===== src/rtl/seq_shift_add_multiplier.sv =====
// Sequential shift-and-add multiplier, one multiplier bit per two cycles.
// Unsigned or two's-complement operands, selected per operation.
module seq_shift_add_multiplier #(
  parameter int dp_width = 8
) (
  input  logic                    clock,
  input  logic                    reset,
  input  logic                    start,
  input  logic                    signed_mode,
  input  logic [dp_width-1:0]     Multiplicand,
  input  logic [dp_width-1:0]     Multiplier,
  output logic [2*dp_width-1:0]   Product,
  output logic                    ready,
  output logic                    done
);

  localparam int PW = $clog2(dp_width + 1);

  typedef enum logic [1:0] {
    S_IDLE,
    S_ADD,
    S_SHIFT
  } state_t;

  state_t              state_q, state_d;
  logic [dp_width-1:0] a_q, a_d;
  logic [dp_width-1:0] q_q, q_d;
  logic [dp_width-1:0] b_q, b_d;
  logic                c_q, c_d;
  logic [PW-1:0]       p_q, p_d;
  logic                mode_q, mode_d;
  logic                done_q, done_d;

  logic [dp_width:0]   sum_u;
  logic [dp_width:0]   sum_s;
  logic [dp_width:0]   dif_s;
  logic                last;

  assign sum_u = {1'b0, a_q} + {1'b0, b_q};
  assign sum_s = {a_q[dp_width-1], a_q} + {b_q[dp_width-1], b_q};
  assign dif_s = {a_q[dp_width-1], a_q} - {b_q[dp_width-1], b_q};
  assign last  = (p_q == PW'(1));

  always_comb begin
    state_d = state_q;
    a_d     = a_q;
    q_d     = q_q;
    b_d     = b_q;
    c_d     = c_q;
    p_d     = p_q;
    mode_d  = mode_q;
    done_d  = 1'b0;
    unique case (state_q)
      S_IDLE: begin
        if (start) begin
          a_d     = '0;
          c_d     = 1'b0;
          q_d     = Multiplier;
          b_d     = Multiplicand;
          mode_d  = signed_mode;
          p_d     = PW'(dp_width);
          state_d = S_ADD;
        end
      end
      S_ADD: begin
        p_d = p_q - PW'(1);
        if (q_q[0]) begin
          if (!mode_q) begin
            {c_d, a_d} = sum_u;
          end else if (last) begin
            // Sign bit of the multiplier carries weight -2^(n-1)
            {c_d, a_d} = dif_s;
          end else begin
            {c_d, a_d} = sum_s;
          end
        end
        state_d = S_SHIFT;
      end
      S_SHIFT: begin
        c_d = mode_q ? c_q : 1'b0;
        a_d = {c_q, a_q[dp_width-1:1]};
        q_d = {a_q[0], q_q[dp_width-1:1]};
        if (p_q == '0) begin
          state_d = S_IDLE;
          done_d  = 1'b1;
        end else begin
          state_d = S_ADD;
        end
      end
      default: begin
        state_d = S_IDLE;
      end
    endcase
  end

  always_ff @(posedge clock) begin
    if (reset) begin
      state_q <= S_IDLE;
      a_q     <= '0;
      q_q     <= '0;
      b_q     <= '0;
      c_q     <= 1'b0;
      p_q     <= '0;
      mode_q  <= 1'b0;
      done_q  <= 1'b0;
    end else begin
      state_q <= state_d;
      a_q     <= a_d;
      q_q     <= q_d;
      b_q     <= b_d;
      c_q     <= c_d;
      p_q     <= p_d;
      mode_q  <= mode_d;
      done_q  <= done_d;
    end
  end

  assign Product = {a_q, q_q};
  assign ready   = (state_q == S_IDLE);
  assign done    = done_q;

endmodule

===== config.mk =====
export PLATFORM = sky130hd
export DESIGN_NAME = seq_shift_add_multiplier
export DESIGN_NICKNAME = d
export VERILOG_FILES = /design/src/rtl/seq_shift_add_multiplier.sv
export SDC_FILE = /design/constraint.sdc
export NUM_CORES = 1
export LEC_CHECK = 0
export CAP_MARGIN = 0
export CORE_MARGIN = 5
export CORE_UTILIZATION = 40
export CTS_CLUSTER_DIAMETER = 50
export CTS_CLUSTER_SIZE = 20
export DETAILED_ROUTE_END_ITERATION = 16
export PLACE_DENSITY = 0.65
export SETUP_SLACK_MARGIN = 0.02
export SYNTH_ARGS = -nofsm -noshare
export SYNTH_HDL_FRONTEND = slang
export SYNTH_SLANG_ARGS = --single-unit

===== constraint.sdc =====
create_clock -name clock -period 1.85 [get_ports clock]
set_input_delay 0.185 -clock clock [delete_from_list [all_inputs] [get_ports clock]]
set_output_delay 0.185 -clock clock [all_outputs]
set_load 0.005 [all_outputs]

==> flow_summary.json <==
{
  "routed_wl_um": 6910,
  "dieArea_mm2": 0.00740,
  "nets": 427,
  "startpoint_type": "flop",
  "path_clk_slew_ps": 70,
  "layout_common_cells": "buf_4, clkdlybuf4s50_1, nand2_1",
  "switching_share_pct": 29.3,
  "cts_buffer_depth": 2,
  "violations": "negative setup slack",
  "seqPwrFrac_pct": 37.2,
  "drc_errors": 0,
  "slew_viol_final": 0,
  "h-tree-depth": 2,
  "cts_root_buf": "clkbuf_8",
  "clock_latency_ps": 290,
  "r2r_start": "b_q[0]",
  "vias": 2416,
  "setup.worst_path.start": "b_q[0]",
  "vias_per_cell": 5.32,
  "min_period_ps": 1940,
  "place_congestion": 0.896,
  "post-place-ws_ps": -229,
  "finalPower_mw": 2.16,
  "cts-buffers-inserted": 5,
  "r2r_cells": 8,
  "rsz0062_at_grt": "yes",
  "crit_end": "c_q",
  "stdcell_count": 454,
  "final.setup.worst_slack_ps": -93.9,
  "io_pins": 38,
  "first_pass_iters": 5,
  "fin_util_pct": 65.5,
  "start_util_pct": 41.5,
  "synth.cell_area_mm2": 0.00231,
  "wl_per_cell_um": 15.2,
  "post-place-cells": 439,
  "status": "finished with violations",
  "synth_edf_count": 0,
  "antenna_found_initial": 0,
  "intPower_mw": 1.52,
  "chipWidth_um": 86.0,
  "synthCells": 291,
  "ys_async_sr_fraction_pct": 0,
  "power.density_mw_per_mm2": 591,
  "ir_drop_mv": 0.486,
  "synth-seq-area-share_pct": 28.6,
  "layout_commonest_cell": "buf_4",
  "fmax_mhz": 514,
  "arrival_ps": 2120,
  "fin_setup_tns_ps": -215,
  "grt_pass1_wl_um": 11800,
  "cts_hold_buf": 0,
  "ant_nets": 0,
  "p_clk_share_pct": 33.5,
  "drive_gt1_share_pct": 34.8,
  "worst_slew_pin_slew_ps": 463,
  "ys_seq_elements": 33,
  "r2r_slack_ps": -90,
  "synth_nets": 337,
  "ys_types": 53,
  "grt_pass1_vias": 2560,
  "hold_violations": 0,
  "rows": 27,
  "portBuffers": 37,
  "tritoncts": "yes",
  "r2r-end": "c_q",
  "skew_ps": 4.99,
  "area_delta_synth_final_pct": 57.9,
  "core-area_mm2": 0.00557,
  "drtIter0Drc": 129,
  "min_from": "Multiplicand[0]",
  "power.leakage_nw": 1.46,
  "worstPathMaxFanout": 2,
  "grt-ovfl-total": 0,
  "timing.final.crit_share_pct": 105,
  "hp-class": "in -> reg",
  "crit_required_ps": 2030,
  "synth-main-ff-cell": "dfxtp_1",
  "whs_path_depth": 3,
  "path_class": "reg -> reg",
  "cts_sinks": 33,
  "die_height_um": 86.0,
  "syn_avg_cell_area_um2": 7.94,
  "hpwl_um": 5020,
  "end_kind": "flop",
  "yosysWarnings": 0,
  "setup_viol": 3,
  "grt_usage_pct": 19.6,
  "n_antenna_cell": 0,
  "max-slew-margin-rel_pct": 68.8,
  "p_switching_mw": 0.632,
  "power_frac_comb_pct": 29.3,
  "drv_cap": 0,
  "grt_max_degree": 34
}
flip-flops by register name (all words and copies together), names as in the netlist:
register  count
a_q           8
c_q           1
q_q           8
state_q       2
b_q           8
done          1
p_q           4
mode_q        1
power by group through the flow:
stage	clock network (mW)	registers (mW)	logic, mW
floorplan	0	0.814	0.291
global placement	0	0.812	0.548
detailed placement	0	0.813	0.556
CTS	0.743	0.800	0.587
global route	0.774	0.810	0.697
finish	0.722	0.801	0.633
layout make-up:
class / count / area (um^2)
fillers: 496 / 1930
multi-input cells: 217 / 1820
repair buffers: 97 / 828
flip-flops and latches: 33 / 683
inverters: 27 / 106
well taps: 72 / 90.1
clock buffers: 6 / 82.6
clock inverters: 2 / 37.5
routing by layer:
layer	share of wire [%]	GRT usage [%]	up-vias
met1	45	24.3	1136
met5	0	0	-
met3	3.7	3.46	11
met2	49	33.6	57
li1	-	-	1212
met4	2.0	7.05	0
worst min-delay path by stage:
| stage | endpoint | slack, ps |
|---|---|---|
| 2_1_floorplan | b_q[2] | 320 |
| 3_3_place_gp | b_q[2] | 470 |
| 3_5_place_dp | b_q[2] | 470 |
| 4_1_cts | b_q[0] | 430 |
| 5_1_grt | b_q[0] | 450 |
| 6_report | b_q[0] | 430 |
synth_stat cells, types with 5 or more instances:
| cell type | count | share of area (%) |
|---|---|---|
| mux2i_1 | 11 | 4.8 |
| a211oi_1 | 9 | 2.9 |
| nor2_1 | 23 | 3.7 |
| dfxtp_1 | 33 | 29 |
| clkbuf_1 | 5 | 0.81 |
| nor3_1 | 8 | 1.7 |
| ha_1 | 24 | 13 |
| nand3_1 | 8 | 1.7 |
| o21ai_0 | 9 | 1.9 |
| inv_1 | 27 | 4.4 |
| a21oi_1 | 29 | 6.3 |
| nand2_1 | 34 | 5.5 |
worst max-delay path, cell delays in order, from the launching register on:
cell and delay [ps]:
dfxtp_4 360, buf_6 120, ha_4 140, fa_2 340
nand3b_1 210, a21oi_2 200, buf_4 130, o41ai_1 70
a32o_1 250
per-stage QoR:
stage	hold slack [ps]	area (um^2)
6_report	434	3650
5_1_grt	449	3650
4_1_cts	434	3460
3_5_place_dp	471	3170
3_3_place_gp	466	3170
2_1_floorplan	321	2390
kinds of logic (layout without fill, tap and decap cells):
logic type | after synthesis | count (layout) | share of synthesized area, %
adders and majority gates | 26 | 26 | 14.7
xor gates and xnor gates | 2 | 2 | 0.758
DFF | 33 | 33 | 28.6
muxes | 11 | 11 | 4.76
and+or+nand+nor | 100 | 100 | 21.3
AOI/OAI and AO/OA | 78 | 78 | 22.3
buffers and inverters | 41 | 132 | 7.53
what timing repair did:
item	CTS	global route
setup endpoints to repair	6	11
resized for setup	30	35
buffers inserted	4	3
pin swaps	11	10
(Power assumes the default switching activity.)
